`src/rtl/instr_fetch_pkg.sv`:
```
// Shared CPU front-end definitions: widths, NOP encoding, fetch FSM states
// and the fetch entry payload used by fetch and decode.
package instr_fetch_pkg;

  localparam int unsigned PC_W    = 16;
  localparam int unsigned INSTR_W = 32;

  typedef logic [PC_W-1:0]    pc_t;
  typedef logic [INSTR_W-1:0] instr_t;

  localparam instr_t NOP = INSTR_W'(0);

  typedef enum logic [1:0] {
    FETCH = 2'd0,
    STALL = 2'd1,
    HALT  = 2'd2
  } fetch_state_t;

  // One fetched instruction together with the word address it came from.
  typedef struct packed {
    pc_t    addr;
    instr_t data;
  } fetch_entry_t;

  function automatic pc_t pc_inc(input pc_t pc);
    return pc + PC_W'(1);
  endfunction

endpackage

```
`src/rtl/instr_fetch_if.sv`:
```
// Instruction memory port: read request out, read data back one cycle later.
interface instr_fetch_if;
  import instr_fetch_pkg::*;

  logic   imem_re;
  pc_t    imem_addr;
  instr_t imem_rdata;

  modport master (output imem_re, output imem_addr, input imem_rdata);
  modport slave  (input imem_re, input imem_addr, output imem_rdata);

endinterface

```
`src/rtl/fetch_skid_buf.sv`:
```
// One-entry skid buffer holding a response that arrived while decode stalled.
module fetch_skid_buf
  import instr_fetch_pkg::*;
(
  input  logic         clk,
  input  logic         rst,
  input  logic         load,
  input  logic         unload,
  input  logic         clear,
  input  fetch_entry_t load_entry,
  output fetch_entry_t entry,
  output logic         valid
);

  // Clear wins over load so a discarded response never survives a redirect.
  always_ff @(posedge clk) begin
    if (rst || clear) begin
      valid <= 1'b0;
      entry <= '0;
    end else if (load) begin
      valid <= 1'b1;
      entry <= load_entry;
    end else if (unload) begin
      valid <= 1'b0;
    end
  end

endmodule

```
`src/rtl/instr_fetch.sv`:
```
// Instruction fetch stage: PC sequencing, stall/flush/halt control and the
// registered fetch-to-decode outputs.
module instr_fetch
  import instr_fetch_pkg::*;
(
  input  logic          clk,
  input  logic          rst,
  input  logic          stall,
  input  logic          flush,
  input  pc_t           redirect_pc,
  input  logic          hlt,
  instr_fetch_if.master imem,
  output instr_t        instr,
  output pc_t           PC_out,
  output pc_t           PC_plus1,
  output logic          instr_valid
);

  fetch_state_t state, state_nxt;
  pc_t          pc, pc_nxt;
  logic         inflight, inflight_nxt;
  pc_t          inflight_addr, inflight_addr_nxt;

  logic         skid_load, skid_unload, skid_clear, skid_valid;
  fetch_entry_t skid_entry, resp, take_entry;
  logic         out_nop, out_take;

  assign resp.addr = inflight_addr;
  assign resp.data = imem.imem_rdata;

  fetch_skid_buf u_skid (
    .clk        (clk),
    .rst        (rst),
    .load       (skid_load),
    .unload     (skid_unload),
    .clear      (skid_clear),
    .load_entry (resp),
    .entry      (skid_entry),
    .valid      (skid_valid)
  );

  always_ff @(posedge clk) begin
    if (rst) state <= FETCH;
    else     state <= state_nxt;
  end

  // Next-state, memory request and output-register selection.
  always_comb begin
    state_nxt         = state;
    pc_nxt            = pc;
    inflight_nxt      = 1'b0;
    inflight_addr_nxt = inflight_addr;
    imem.imem_re      = 1'b0;
    imem.imem_addr    = pc;
    skid_load         = 1'b0;
    skid_unload       = 1'b0;
    skid_clear        = 1'b0;
    out_nop           = 1'b0;
    out_take          = 1'b0;
    take_entry        = '0;

    if (flush) begin
      state_nxt  = FETCH;
      pc_nxt     = redirect_pc;
      skid_clear = 1'b1;
      out_nop    = 1'b1;
    end else begin
      case (state)
        HALT: begin
          out_nop = 1'b1;
        end
        default: begin
          if (hlt) begin
            state_nxt  = HALT;
            skid_clear = 1'b1;
            out_nop    = 1'b1;
          end else if (stall) begin
            state_nxt = STALL;
            skid_load = inflight;
          end else begin
            state_nxt         = FETCH;
            imem.imem_re      = !rst;
            pc_nxt            = pc_inc(pc);
            inflight_nxt      = 1'b1;
            inflight_addr_nxt = pc;
            // A skidded response is always older than anything in flight.
            if (skid_valid) begin
              out_take    = 1'b1;
              take_entry  = skid_entry;
              skid_unload = 1'b1;
            end else if (inflight) begin
              out_take   = 1'b1;
              take_entry = resp;
            end else begin
              out_nop = 1'b1;
            end
          end
        end
      endcase
    end
  end

  always_ff @(posedge clk) begin
    if (rst) begin
      pc            <= '0;
      inflight      <= 1'b0;
      inflight_addr <= '0;
      instr         <= NOP;
      PC_out        <= '0;
      PC_plus1      <= PC_W'(1);
      instr_valid   <= 1'b0;
    end else begin
      pc            <= pc_nxt;
      inflight      <= inflight_nxt;
      inflight_addr <= inflight_addr_nxt;
      if (out_nop) begin
        instr       <= NOP;
        instr_valid <= 1'b0;
      end else if (out_take) begin
        instr       <= take_entry.data;
        PC_out      <= take_entry.addr;
        PC_plus1    <= pc_inc(take_entry.addr);
        instr_valid <= 1'b1;
      end
    end
  end

endmodule

```
`src/flat_wrapper.sv`:
```
// flat-port wrapper written by rule: the top's interface ports become plain ports
module instr_fetch_flat import instr_fetch_pkg::*;
  (clk, rst, stall, flush, redirect_pc, hlt, instr, PC_out, PC_plus1, instr_valid, imem_imem_re, imem_imem_addr, imem_imem_rdata);
  instr_fetch_if imem_i ();
  input  logic clk;
  input  logic rst;
  input  logic stall;
  input  logic flush;
  input  pc_t redirect_pc;
  input  logic hlt;
  output instr_t instr;
  output pc_t PC_out;
  output pc_t PC_plus1;
  output logic instr_valid;
  output wire logic [$bits(imem_i.imem_re)-1:0] imem_imem_re;
  output wire logic [$bits(imem_i.imem_addr)-1:0] imem_imem_addr;
  input wire logic [$bits(imem_i.imem_rdata)-1:0] imem_imem_rdata;
  assign imem_imem_re = imem_i.imem_re;
  assign imem_imem_addr = imem_i.imem_addr;
  assign imem_i.imem_rdata = imem_imem_rdata;
  instr_fetch u_core (.clk(clk), .rst(rst), .stall(stall), .flush(flush), .redirect_pc(redirect_pc), .hlt(hlt), .imem(imem_i), .instr(instr), .PC_out(PC_out), .PC_plus1(PC_plus1), .instr_valid(instr_valid));
endmodule
```
`config.mk`:
```
export PLATFORM = sky130hd
export DESIGN_NAME = instr_fetch_flat
export DESIGN_NICKNAME = d
export VERILOG_FILES = /design/src/rtl/instr_fetch_pkg.sv /design/src/rtl/instr_fetch_if.sv /design/src/rtl/fetch_skid_buf.sv /design/src/rtl/instr_fetch.sv /design/src/flat_wrapper.sv
export SDC_FILE = /design/constraint.sdc
export NUM_CORES = 1
export LEC_CHECK = 0
export ABC_AREA = 0
export BUFFER_PORTS_ARGS = -buffer_cell sky130_fd_sc_hd__buf_4
export CAP_MARGIN = 40
export CELL_PAD_IN_SITES_DETAIL_PLACEMENT = 0
export CELL_PAD_IN_SITES_GLOBAL_PLACEMENT = 1
export CORE_MARGIN = 3
export CORE_UTILIZATION = 30
export DETAILED_ROUTE_END_ITERATION = 10
export PLACE_DENSITY_LB_ADDON = 0.1
export SLEW_MARGIN = 10
export SYNTH_ARGS = -nofsm -noshare
export SYNTH_HDL_FRONTEND = slang
export SYNTH_SLANG_ARGS = --single-unit
```
`constraint.sdc`:
```
create_clock -name clk -period 4.55 [get_ports clk]
set_input_delay 0.6825 -clock clk [delete_from_list [all_inputs] [get_ports clk]]
set_output_delay 0.6825 -clock clk [all_outputs]
set_load 0.01 [all_outputs]
```
Yosys cells after proc, flatten, opt, wreduce, memory -nomap -nowiden
Cells that the tools add are included.
- output and inout port bits: 82
- word-level logic and storage cells: 74
- input bits: 53
- register bits: 149
- reductions and logical operators: 9
- muxes and demuxes: 43
- bitwise operators: 5
- $add $sub $neg: 2
- equal/unequal tests: 4
- operator list (operator ; number):
    48-bit 2-to-1 mux ; 6
    16-bit 2-to-1 mux ; 4
    16-bit by 1-bit adder with 16-bit output, second input constant ; 2
    1-bit 2-to-1 mux ; 32
    1-bit NOT ; 5
    2-bit inequality test, second input constant ; 2
    4-bit AND reduction ; 1
    2-bit OR reduction ; 2
    4-bit OR reduction ; 1
    3-bit AND reduction ; 1
    2-bit equality test, second input constant ; 1
    2-bit 2-to-1 mux ; 1
    2-bit by 1-bit inequality test with 1-bit output, second input constant ; 1
    2-bit AND reduction ; 1
    2-bit nonzero test ; 1
    1-bit logical NOT ; 1
    1-bit logical OR ; 1

Logic depth before layout (Yosys ltp)
- word-level depth: 8
- depth in mapped cells: 13
- mapped depth without buffers: 9

By module
From an unflattened synthesis, not the netlist that was laid out.
- cell total of the unflattened synthesis: 734
- area, all modules: 6518.8 um^2
- modules (own cells, without submodules) (module ; area each (um^2) ; seq. area each (um^2) ; cells each ; times used):
    instr_fetch ; 4773.3 ; 2001.9 ; 573 ; 1
    fetch_skid_buf ; 1745.4 ; 980.9 ; 161 ; 1

Least setup slack after synthesis
Ideal clock, no wire load.
- path kind: input -> register
- from: input port stall
- to: register u_core.PC_plus1[8]
- buffers on the path: 3
- data arrival time: 3.003 ns
- stages: 12
- path slack: 1.425 ns
- setup time: 0.122 ns
- data required time: 4.428 ns
- cells stage by stage: buf_2 inv_1 nand4_2 buf_2 buf_2 nor2_1 ha_1 nand2b_1 a2111oi_4 nand4_2 nor4b_1 a311o_1
- RTL lines (element ; RTL line ; text):
    start: declaration ; flat_wrapper.sv:7 ; input logic stall;
    end signal: assignment ; instr_fetch.sv:122 ; PC_plus1 <= pc_inc(take_entry.addr);
    end: declaration ; instr_fetch.sv:15 ; output pc_t PC_plus1,

==> metrics.cfg <==
[sta]
setup_violations=0
finalMaxSlewViolations=0
rsz0062_at_grt=false
tns_ps=0
slew_headroom_pct=45.64
whs_ps=450.6
max_clock_freq_mhz=350.4
skew_ps=10.36
fin_ws_ps=1696
hold_violations=0
fin_crit_ps=2854
tightest_slew_ps=808.7
fin_crit_sh_pct=62.72

[clocking]
clk_latency_ps=420
clock-sinks=149
ctsHtreeMaxLevel=4
cts_hold_buf=0
cts_resized=0
root_buffer=clkbuf_16
cts_inserted_buffers=17
cts_setup_buffers=0
cts_tree=done
clk_path_buf_depth=2
cts.clk_slew.worst_paths_ps=70

[die]
start_util_pct=30.63
num_rows=54
core_mm2=0.02196
ios=135
dieArea_mm2=0.02425
dieHeight_um=155.7
die_x_um=155.7

[critical_path]
crit_path_top_delay_cell=a2111oi_4
start_kind=primary input
path_class=primary input to flip-flop
rr_endpoint=u_core.PC_plus1[8]$_SDFFE_PP0P_
cp_slowest_stage_delay_ps=410
timing.rr.start=u_core.state[0]$_SDFFE_PP0N_
rr_worst_depth=10
arrival_ps=3170
path_cells=buf_4, nor2_1, nand4_2, buf_4, nor2_1, ha_1, nand2b_1, a2111oi_4, nand4_2, nor4b_1, a311o_1
critPathMaxFanout=37
end_kind=flip-flop
cp.required_ps=4860
rrSetupSlack_ps=1800

[grt]
grt_pass1_vias=5927
grt_use_total_pct=16.89
grt_pass1_wl_mm=32.94
grt_max_degree=58
overflow=0
antenna_found_initial=0

[place]
gp_congestion=0.7351
numPortBuffers=134
place_ws_ps=1273
placed_area_mm2=0.007978
post-dp-hpwl_mm=13.57

[route]
vias_per_cell=4.981
drt_iter0_markers=283
wl_met1_mm=10.61
drc=0
wl_per_cell_um=16.54
drt-total-wl_mm=20.33
drtPass1Iterations=5
wl_met2_mm=8.681
route.met3.wl_um=764
postRouteAntennaNets=0
dr.max_layer_used=met4
vias=6122

[yosys]
synth_edf_count=0
synthTopCellsByCount=nand2_1 (179), dfxtp_1 (149), a21oi_1 (88), nor2_1 (78), a211oi_1 (49)
syn-num-nets=887
synthFlopType=dfxtp_1
synthAdderAreaFrac_pct=0.3721
synth.yosys.warnings=0
synthSimpleGateAreaFrac_pct=24.17
syn_avg_cell_area_um2=8.083
yosysTopAreaCell=dfxtp_1
synthMuxAreaShare_pct=3.479
async_reset_ff_share_pct=0
ys_ff_latch=149
yosys.area_share.xor_xnor_pct=2.344
synth_area_mm2=0.006725
yosysSeqAreaShare_pct=44.35
synthCells=832
synth_top_family_by_area=simple AND/OR/NAND/NOR gates
synth_cell_type_count=61
synth_area_leaders=dfxtp_1 (44%), nand2_1 (10%), a21oi_1 (6.5%), a211oi_1 (5.5%), nor2_1 (4.4%)
synth-compound-area-share_pct=20.24
yosysMostFrequentCell=nand2_1
synth_top_area_share_pct=44.35

[layout]
n_antenna_cell=0
drive_gt1_share_pct=21.71
num-nets-final=991
stdcell_area_mm2=0.008556
syn_to_final_growth_pct=27.22

[power]
peakVddDrop_mv=0.2183
leakage_nw=3.022
power.share.sequential_pct=46.1
p_sw_share_pct=25.21
power.switching_mw=0.7326
p_total_mw=2.906
internal_power_mw=2.173
powerDensity_mw_per_mm2=339.6
clkPwrFrac_pct=48.0
comb_power_share_pct=5.9

[outcome]
outcome=finished, final reports clean

[worst_hold_path]
hold_path_depth=2
hold_end=u_core.u_skid.entry[11]$_SDFFE_PP0P_
hold_path.class=flip-flop to flip-flop
min_from=u_core.u_skid.entry[11]$_SDFFE_PP0P_

[run]
drv_cap=0

[how the worst max path moves through the flow]
stage / from / depth (start not counted) / endpoint
global placement: hlt / 11 / u_core.PC_plus1[8]$_SDFFE_PP0P_
CTS: hlt / 11 / u_core.PC_plus1[8]$_SDFFE_PP0P_
detailed placement: hlt / 11 / u_core.PC_plus1[8]$_SDFFE_PP0P_
floorplan: stall / 12 / u_core.PC_plus1[8]$_SDFFE_PP0P_
global route: hlt / 11 / u_core.PC_plus1[8]$_SDFFE_PP0P_
finish: hlt / 11 / u_core.PC_plus1[8]$_SDFFE_PP0P_
[area by class of cell]
cell class                 instances  area (µm²)
clock buffer                      18       439.2
inverter                           6       22.52
fill                            2303       13400
sequential                       149        2985
multi-input combinational        607        3420
tap                              280       350.3
timing repair buffer             155        1200
clock inverter                    14       138.9
[worst max-delay path, delay by kind of cell]
| family | cells | cell delay, ps |
|---|---|---|
| buf+inv | 2 | 400 |
| fa+ha+maj | 1 | 220 |
| compound gates | 2 | 740 |
| simple gates | 6 | 1100 |
[routing by layer]
layer,track usage (%),vias up
met3,3.412,21
met1,24.99,2823
met5,0,-
met2,24.91,132
li1,-,3146
met4,4.710,0
[through the flow]
stage / instances / util [%]
floorplan: 832 / -
global placement: 1193 / 36.09
detailed placement: 1197 / 36.33
CTS: 1229 / 38.96
global route: 1229 / 38.96
finish: 1229 / 38.96
[cell families after synthesis]
| logic type | count (synthesis) |
|---|---|
| multiplexers | 23 |
| buffers and inverters | 76 |
| adder cells (fa/ha/maj) | 2 |
| flip-flops | 149 |
| XOR/XNOR | 18 |
| AO/OA/AOI/OAI | 211 |
| AND/OR/NAND/NOR | 353 |
[state kept, by name, indices dropped and copies added (netlist names)]
| signal | cells |
|---|---|
| u_core.u_skid.entry | 48 |
| u_core.instr | 32 |
| u_core.PC_out | 16 |
| u_core.PC_plus1 | 16 |
| u_core.imem.imem_addr | 16 |
| u_core.inflight_addr | 16 |
| u_core.state | 2 |
| u_core.inflight | 1 |
| u_core.instr_valid | 1 |
| u_core.u_skid.valid | 1 |
[placed cells by master (no fill, tap or decap), types with 9 or more instances in the layout]
master and instances:
mux2i_1 20, buf_4 152, xor2_1 14, a21oi_1 88, nand3b_1 14, dfxtp_1 147
nand2_1 179, o21ai_0 32, nor2_1 77, nand4_1 9, nand3_1 21, a211oi_1 49
nor3_1 11, o221ai_1 12, clkbuf_16 17
[power by group through the flow]
stage,combinational [mW],clock (mW),sequential (mW)
CTS,0.174,1.43,1.34
finish,0.171,1.39,1.34
global route,0.190,1.49,1.34
floorplan,0.0813,0,1.37
global placement,0.172,0,1.37
detailed placement,0.174,0,1.37
Note: power is estimated with default switching activity, not from simulation.
